==> config.mk <==
export PLATFORM = sky130hd
export DESIGN_NAME = axi_lite_regs_slv
export DESIGN_NICKNAME = d
export VERILOG_FILES = /design/src/rtl/axi_lite_regs_slv.sv
export SDC_FILE = /design/constraint.sdc
export NUM_CORES = 1
export LEC_CHECK = 0
export ABC_CLOCK_PERIOD_IN_PS = 5700
export BUFFER_PORTS_ARGS = -buffer_cell sky130_fd_sc_hd__buf_2
export CORE_MARGIN = 2
export CORE_UTILIZATION = 56
export DETAILED_ROUTE_END_ITERATION = 8
export PLACE_DENSITY_LB_ADDON = 0.12
export SLEW_MARGIN = 0
export SYNTH_ARGS = -nofsm -noshare
export SYNTH_HDL_FRONTEND = slang
export SYNTH_SLANG_ARGS = --single-unit
==> constraint.sdc <==
create_clock -name clk_i -period 5.7 [get_ports clk_i]
set_clock_uncertainty 0.15 [all_clocks]
set_input_delay 0.57 -clock clk_i [delete_from_list [all_inputs] [get_ports clk_i]]
set_output_delay 0.57 -clock clk_i [all_outputs]
set_load 0.02 [all_outputs]
==> src/rtl/axi_lite_regs_slv.sv <==
// AXI-Lite register file responder: NumRegs byte-writable registers with
// independent one-deep AW/W buffers, registered B/R responses, SLVERR off-map.
package axi_lite_pkg;
   typedef struct packed {
      logic [31:0] addr;
   } ax_chan_t;

   typedef struct packed {
      logic [31:0] data;
      logic [3:0]  strb;
   } w_chan_t;

   typedef struct packed {
      logic [1:0] resp;
   } b_chan_t;

   typedef struct packed {
      logic [31:0] data;
      logic [1:0]  resp;
   } r_chan_t;

   typedef struct packed {
      ax_chan_t aw;
      logic     aw_valid;
      w_chan_t  w;
      logic     w_valid;
      logic     b_ready;
      ax_chan_t ar;
      logic     ar_valid;
      logic     r_ready;
   } req_t;

   typedef struct packed {
      logic    aw_ready;
      logic    w_ready;
      b_chan_t b;
      logic    b_valid;
      logic    ar_ready;
      r_chan_t r;
      logic    r_valid;
   } resp_t;
endpackage

module axi_lite_regs_slv #(
   parameter int unsigned          NumRegs   = 4,
   parameter int unsigned          AddrWidth = 32,
   parameter int unsigned          DataWidth = 32,
   parameter logic [DataWidth-1:0] ResetVal  = '0,
   parameter type                  axi_req_t  = axi_lite_pkg::req_t,
   parameter type                  axi_resp_t = axi_lite_pkg::resp_t
) (
   input  logic                               clk_i,
   input  logic                               rst_ni,
   input  axi_req_t                           slv_req_i,
   output axi_resp_t                          slv_resp_o,
   output logic [NumRegs-1:0][DataWidth-1:0]  reg_q_o,
   output logic [NumRegs-1:0]                 reg_wr_o
);

   localparam int unsigned StrbWidth = DataWidth / 8;
   localparam int unsigned OffWidth  = $clog2(StrbWidth);
   localparam int unsigned IdxWidth  = AddrWidth - OffWidth;
   localparam logic [1:0]  RespOkay   = 2'b00;
   localparam logic [1:0]  RespSlverr = 2'b10;

   logic                              aw_full, w_full, b_valid, r_valid;
   logic [IdxWidth-1:0]               aw_idx;
   logic [DataWidth-1:0]              w_data;
   logic [StrbWidth-1:0]              w_strb;
   logic [1:0]                        b_resp, r_resp;
   logic [DataWidth-1:0]              r_data;
   logic [NumRegs-1:0][DataWidth-1:0] reg_q;
   logic [NumRegs-1:0]                reg_wr;

   logic                 aw_hs, w_hs, ar_hs, commit;
   logic [IdxWidth-1:0]  ar_idx;
   logic [NumRegs-1:0]   wr_hit;
   logic                 wr_in_range, rd_in_range;
   logic [DataWidth-1:0] rd_data;

   // Byte-offset bits select a lane, not a register, so they are dropped.
   logic unused_addr_lsbs;
   assign unused_addr_lsbs = ^{slv_req_i.aw.addr[OffWidth-1:0], slv_req_i.ar.addr[OffWidth-1:0]};

   assign ar_idx = slv_req_i.ar.addr[AddrWidth-1:OffWidth];
   assign aw_hs  = slv_req_i.aw_valid && !aw_full;
   assign w_hs   = slv_req_i.w_valid && !w_full;
   assign ar_hs  = slv_req_i.ar_valid && !r_valid;
   assign commit = aw_full && w_full && !b_valid;

   // NOTE: every variable gets a default before the loops so no latch is inferred.
   always_comb begin
      wr_hit      = '0;
      wr_in_range = 1'b0;
      rd_data     = '0;
      rd_in_range = 1'b0;
      for (int i = 0; i < int'(NumRegs); i++) begin
         if (aw_idx == IdxWidth'(i)) begin
            wr_hit[i]   = 1'b1;
            wr_in_range = 1'b1;
         end
         if (ar_idx == IdxWidth'(i)) begin
            rd_data     = reg_q[i];
            rd_in_range = 1'b1;
         end
      end
   end

   // NOTE: payload buffers are qualified by their full/valid flags, so they carry no reset.
   always_ff @(posedge clk_i) begin
      if (aw_hs) aw_idx <= slv_req_i.aw.addr[AddrWidth-1:OffWidth];
      if (w_hs) begin
         w_data <= slv_req_i.w.data;
         w_strb <= slv_req_i.w.strb;
      end
   end

   // NOTE: all state below uses non-blocking assignments; reads of reg_q see the pre-edge value.
   always_ff @(posedge clk_i) begin
      if (!rst_ni) begin
         aw_full <= 1'b0;
         w_full  <= 1'b0;
         b_valid <= 1'b0;
         b_resp  <= RespOkay;
         r_valid <= 1'b0;
         r_data  <= '0;
         r_resp  <= RespOkay;
         reg_q   <= {NumRegs{ResetVal}};
         reg_wr  <= '0;
      end else begin
         reg_wr <= '0;
         if (aw_hs) aw_full <= 1'b1;
         if (w_hs)  w_full  <= 1'b1;
         if (b_valid && slv_req_i.b_ready) b_valid <= 1'b0;

         if (commit) begin
            aw_full <= 1'b0;
            w_full  <= 1'b0;
            b_valid <= 1'b1;
            b_resp  <= wr_in_range ? RespOkay : RespSlverr;
            for (int i = 0; i < int'(NumRegs); i++) begin
               if (wr_hit[i]) begin
                  reg_wr[i] <= 1'b1;
                  for (int b = 0; b < int'(StrbWidth); b++) begin
                     if (w_strb[b]) reg_q[i][8*b +: 8] <= w_data[8*b +: 8];
                  end
               end
            end
         end

         if (r_valid && slv_req_i.r_ready) r_valid <= 1'b0;
         // ar_hs needs !r_valid, so capture never collides with the clear above.
         if (ar_hs) begin
            r_valid <= 1'b1;
            r_data  <= rd_data;
            r_resp  <= rd_in_range ? RespOkay : RespSlverr;
         end
      end
   end

   always_comb begin
      slv_resp_o          = '0;
      slv_resp_o.aw_ready = !aw_full;
      slv_resp_o.w_ready  = !w_full;
      slv_resp_o.b_valid  = b_valid;
      slv_resp_o.b.resp   = b_resp;
      slv_resp_o.ar_ready = !r_valid;
      slv_resp_o.r_valid  = r_valid;
      slv_resp_o.r.data   = r_data;
      slv_resp_o.r.resp   = r_resp;
   end

   assign reg_q_o  = reg_q;
   assign reg_wr_o = reg_wr;

endmodule
Word level (Yosys, flattened, before mapping)
Cells that the tools add are included.
{ "word_totals": {"register_bits": 238, "inputBits": 107, "out_inout_bits": 173, "wordCells": 92} }
{ "classes": {"n_eq_ne": 6, "mux": 25, "n_bitwise": 1, "reduce_logical": 33} }
{ "ops": {"columns": ["cell", "count"], "rows": [
  ["2-to-1 mux 32 bit", 4],
  ["equality test 30 x 2 -> 1 bit (second input constant)", 4],
  ["equality test 30 x 1 -> 1 bit (second input constant)", 2],
  ["zero test 30 bit", 2],
  ["AND reduction 3 bit", 16],
  ["2-to-1 mux 1 bit", 19],
  ["logical AND 1 bit", 7],
  ["zero test 1 bit", 4],
  ["2-to-1 mux 2 bit", 2],
  ["nonzero test 2 bit", 2],
  ["AND reduction 2 bit", 1],
  ["OR reduction 2 bit", 1],
  ["inverter 1 bit", 1]
]} }

Depth between registers and ports, before layout
{ "logic_depth": {"ltp_word": 6, "mapped_depth": 6, "depth_no_buf": 4} }

Worst setup path before layout
Ideal clock, no wire load.
{ "synth_path": {"kind": "input port to flip-flop", "startpoint": "in slv_req_i[35] in the netlist's numbering", "endpoint": "reg w_data[0], enable pin", "setup_time_ps": 434, "arrival_ps": 2188, "required_time_ps": 5116, "slack_ps": 2928, "cell_stages": 1, "n_path_buf": 0, "cell_sequence": "nor2b_1"} }
{ "synth_via": {"elab_chain_cells": 1} }
{ "synth_rtl": {"columns": ["item", "line", "source"], "rows": [
  ["from (decl)", "54", "input axi_req_t slv_req_i,"],
  ["logical AND 1 bit", "87", "assign w_hs = slv_req_i.w_valid && !w_full;"],
  ["to (signal assigned)", "113", "w_data <= slv_req_i.w.data;"],
  ["to (decl)", "68", "logic [DataWidth-1:0] w_data;"]
]} }
Every way passes these cells.
A chain may end at the register's enable or synchronous reset.

Worst setup path after layout
{ "layout_path": {"startpoint": "reg aw_idx[6]", "endpoint": "reg reg_q (netlist bit reg_q_o[72])"} }
{ "layout_via": {"elab_chain_cells": 3} }
{ "layout_rtl": {"columns": ["item", "line", "source"], "rows": [
  ["from (decl)", "67", "logic [IdxWidth-1:0] aw_idx;"],
  ["from (signal assigned)", "111", "if (aw_hs) aw_idx <= slv_req_i.aw.addr[AddrWidth-1:OffWidth];"],
  ["equality test 30 x 2 -> 1 bit", "98", "if (aw_idx == IdxWidth'(i)) begin"],
  ["2-to-1 mux 1 bit", "98", null],
  ["AND reduction 3 bit (no line)", null, null],
  ["to (signal assigned)", "128", "reg_q <= {NumRegs{ResetVal}};"],
  ["to (signal, indexed assignment)", "145", "if (w_strb[b]) reg_q[i][8*b +: 8] <= w_data[8*b +: 8];"],
  ["to (decl)", "72", "logic [NumRegs-1:0][DataWidth-1:0] reg_q;"]
]} }
Every way passes these cells.

==> metrics.md <==
| Metric | Value |
|---|---|
| Status | `complete, no violations` |
| Placeable core area | `16700 µm²` |
| WP data required | `5970 ps` |
| Number of DRC markers in iteration 0 | `414` |
| Register-to-register path setup slack | `2550 ps` |
| Arr. time, crit path | `3420 ps` |
| Critical path endpoint category | `register` |
| Clock sink count | `236` |
| Cells on worst reg2reg path | `4` |
| Number of global-route vias before repair | `7153` |
| Post-route insts no fill | `1347` |
| Layout area overhead | `23.4%` |
| Proportion of synthesized area in mux cells | `17.1%` |
| Area fraction in compound gates after synthesis | `8.22%` |
| Sequential share of power | `50.2%` |
| Post-detailed-route via-to-cell ratio | `5.56` |
| Number of placed cells counting well taps | `1302` |
| Fraction of met2 tracks used by global routing | `44.9%` |
| First-pass iteration count of the detailed router | `5` |
| Antenna-violating nets left | `0` |
| Count of endpoints failing hold in the final timing report | `0` |
| Layer with the highest usage | `met2` |
| Cell variety after synth | `36` |
| Internal cell power | `0.00279 W` |
| Power, Total | `0.00358 W` |
| Total global routing overflow | `0` |
| Post-DR wirelength/cell | `19.1 µm` |
| Cell chain of the critical path | `nor4_2, nand4_1, nor3_4, mux2i_1` |
| Post-synthesis simple-gate area fraction | `15.4%` |
| Clock latency of the later-clocked register in the worst-skew pair | `500 ps` |
| Standard-cell rows | `47` |
| Hold path startpoint | `slv_req_i[50]` |
| Combinational share of power | `6.7%` |
| Syn Inst Count | `855` |
| Mapped Area | `9620 µm²` |
| Number of synthesis warnings | `0` |
| Hold buffer count at CTS | `0` |
| Share of the core filled with cells | `71.1%` |
| Max Slew Vio Count | `0` |
| Horizontal die dimension | `135 µm` |
| Highest achievable clock rate | `0.318 GHz` |
| Initial standard-cell utilization of the core | `57.6%` |
| Critical Setup Path Class | `register to register` |
| GRT Overall Usage | `27.6%` |
| Root Buffer Master | `sky130_fd_sc_hd__clkbuf_16` |
| Share of cells above drive strength 1 | `34.3%` |
| Maximum Capacitance Violations | `0` |
| Routability Congestion | `0.820` |
| Num CTS Buffers | `24` |
| Xor-xnor portion of the synthesized cell area | `0%` |
| Type of the worst min-delay path | `input pin to register` |
| Total die area | `18200 µm²` |
| DR DRC count | `0` |
| Minimum clock period after layout | `3150 ps` |
| Layout net count | `1215` |
| Critical-path top delay cell | `sky130_fd_sc_hd__nand4_1` |
| Switching part of the total power | `22.2%` |
| Worst reg2reg startpoint | `aw_idx[6]` |
| Number of setup buffers added after CTS | `0` |
| Startpoint kind of the worst setup timing path | `register` |
| Post-Route Setup TNS | `0 ps` |
| Highest fanout seen on the critical path | `10` |
| Crit path buf inv count | `0` |
| DPL Wire Length | `16.2 mm` |
| Port bufs | `273` |
| Boundary Pins | `280` |
| Pre-CTS setup slack | `2520 ps` |
| Vias | `7483` |
| Synth Area per Inst | `11.3 µm²` |
| CP top delay family | `simple AND/OR/NAND/NOR gates` |
| Hold-critical path depth | `1` |
| Period Utilization, post-route | `55.3%` |
| Total routed wirelength | `25.7 mm` |
| Max transition margin | `28.0%` |
| Net load switching power | `0.000796 W` |
| Antenna violations before repair | `1` |
| Worst-case hold path end point | `w_data[10]` |
| Final worst-path setup slack | `2550 ps` |
| Clk buf depth | `3` |
| Cts repair resizes | `0` |
| H-tree depth | `1` |
| Transition time at the pin with the least slew margin | `1080 ps` |
| Setup crit start | `aw_idx[6]` |
| Pin count of the biggest net entering global routing | `69` |
| Sequential area share after synthesis | `56.0%` |
| Static leakage | `5.25 nW` |
| Chip height | `135 µm` |
| Proportion of power drawn by the clock network | `43.1%` |
| Global-route wire length before repair | `39.4 mm` |
| Setup repair after global routing missed its margin | `false` |
| Post-Synth Adder-Cell Area | `0%` |
| Number of synthesized register bits | `236` |
| Clock slew at reported path FFs | `60 ps` |
| Count of final setup violators | `0` |
| Met1 Usage GRT | `37.6%` |
| Commonest cells after routing, fill and taps aside | `272 x sky130_fd_sc_hd__buf_2, 170 x sky130_fd_sc_hd__dfxtp_1, 162 x sky130_fd_sc_hd__nand2_1` |
| Crit path depth | `4` |
| Met3 routing resource usage after global routing | `6.01%` |
| CTS tree | `yes` |
| Power density relative to cell area | `302 nW/µm²` |
| Commonest non-fill, non-tap cell in the layout | `sky130_fd_sc_hd__buf_2` |
| Peak per-stage delay on the critical path | `930 ps` |
| Combinational family with the most area after synthesis | `multiplexers` |
| Terminus of the critical flop-to-flop path | `reg_q_o[72]` |
| VDD IR-drop max | `0.297 mV` |
registers in the layout (all words and copies together), names as in the netlist:
signal    cells
b_resp        1
r_resp        1
r_valid       1
b_valid       1
aw_idx       30
reg_q_o     128
w_data       32
w_full        1
aw_full       1
reg_wr_o      4
w_strb        4
r_data       32
synth_stat cells:
cell type,instances,area share [%]
sky130_fd_sc_hd__a211oi_1,2,0.16
sky130_fd_sc_hd__a21oi_1,2,0.10
sky130_fd_sc_hd__and3b_1,1,0.091
sky130_fd_sc_hd__buf_1,4,0.16
sky130_fd_sc_hd__buf_2,6,0.31
sky130_fd_sc_hd__buf_4,5,0.39
sky130_fd_sc_hd__buf_6,6,0.70
sky130_fd_sc_hd__clkbuf_1,35,1.4
sky130_fd_sc_hd__conb_1,1,0.039
sky130_fd_sc_hd__dfxtp_1,170,35
sky130_fd_sc_hd__dlygate4sd1_1,2,0.18
sky130_fd_sc_hd__edfxtp_1,66,21
sky130_fd_sc_hd__inv_1,4,0.16
sky130_fd_sc_hd__inv_2,1,0.039
sky130_fd_sc_hd__mux2_1,3,0.35
sky130_fd_sc_hd__mux2_2,29,3.4
sky130_fd_sc_hd__mux2i_1,128,13
sky130_fd_sc_hd__nand2_1,162,6.3
sky130_fd_sc_hd__nand2_2,4,0.26
sky130_fd_sc_hd__nand2b_1,2,0.13
sky130_fd_sc_hd__nand3_1,1,0.052
sky130_fd_sc_hd__nand4_1,7,0.46
sky130_fd_sc_hd__nand4_2,1,0.13
sky130_fd_sc_hd__nor2_1,75,2.9
sky130_fd_sc_hd__nor2b_1,3,0.20
sky130_fd_sc_hd__nor3_1,6,0.31
sky130_fd_sc_hd__nor3_4,16,2.7
sky130_fd_sc_hd__nor3b_1,2,0.16
sky130_fd_sc_hd__nor4_1,3,0.20
sky130_fd_sc_hd__nor4_2,9,1.2
sky130_fd_sc_hd__nor4_4,1,0.22
sky130_fd_sc_hd__o211a_1,32,3.3
sky130_fd_sc_hd__o21ai_1,1,0.052
sky130_fd_sc_hd__o22ai_1,32,2.1
sky130_fd_sc_hd__o31ai_1,32,2.5
sky130_fd_sc_hd__or3_1,1,0.065
worst max path at each step:
stage,endpoint,slack [ps]
2_1_floorplan,w_data[0],2930
3_3_place_gp,reg_q_o[76],2570
3_5_place_dp,reg_q_o[78],2520
4_1_cts,reg_q_o[81],2500
5_1_grt,reg_q_o[72],2390
6_report,reg_q_o[72],2550
power by group through the flow:
| stage | registers, W | logic [W] | clock network, W |
|---|---|---|---|
| 4_1_cts | 0.00180 | 0.000241 | 0.00157 |
| 2_1_floorplan | 0.00185 | 0.000128 | 0 |
| 5_1_grt | 0.00180 | 0.000265 | 0.00164 |
| 6_report | 0.00180 | 0.000242 | 0.00154 |
| 3_5_place_dp | 0.00183 | 0.000240 | 0 |
| 3_3_place_gp | 0.00183 | 0.000237 | 0 |
stage by stage:
step           hold WS (ps)  area (µm²)
2_1_floorplan           322        9620
3_3_place_gp            302       11100
3_5_place_dp            311       11100
4_1_cts                71.4       11900
5_1_grt                67.7       11900
6_report               88.7       11900
layer usage:
layer	share of wire (%)	routed length (µm)	vias up
met5	0	0	-
met1	42	10900	3566
met3	8.5	2180	34
met2	47	12100	322
li1	-	-	3561
met4	1.9	476	0
cell families (layout without fill, tap and decap cells):
logic type / after synthesis / count (layout)
and+or+nand+nor: 294 / 294
buffers and inverters: 63 / 333
DFF: 236 / 236
other: 1 / 3
muxes: 160 / 160
AOI/OAI and AO/OA: 101 / 101
cell type report:
| type | count | area, µm² |
|---|---|---|
| Antenna cell | 1 | 2.50 |
| Tap cell | 220 | 275 |
| Clock buffer | 38 | 734 |
| Multi-Input combinational cell | 557 | 3950 |
| Inverter | 5 | 18.8 |
| Timing Repair Buffer | 284 | 1450 |
| Sequential cell | 236 | 5390 |
| Clock inverter | 6 | 53.8 |
| Fill cell | 1255 | 4830 |
Note: power is estimated with default switching activity, not from simulation.
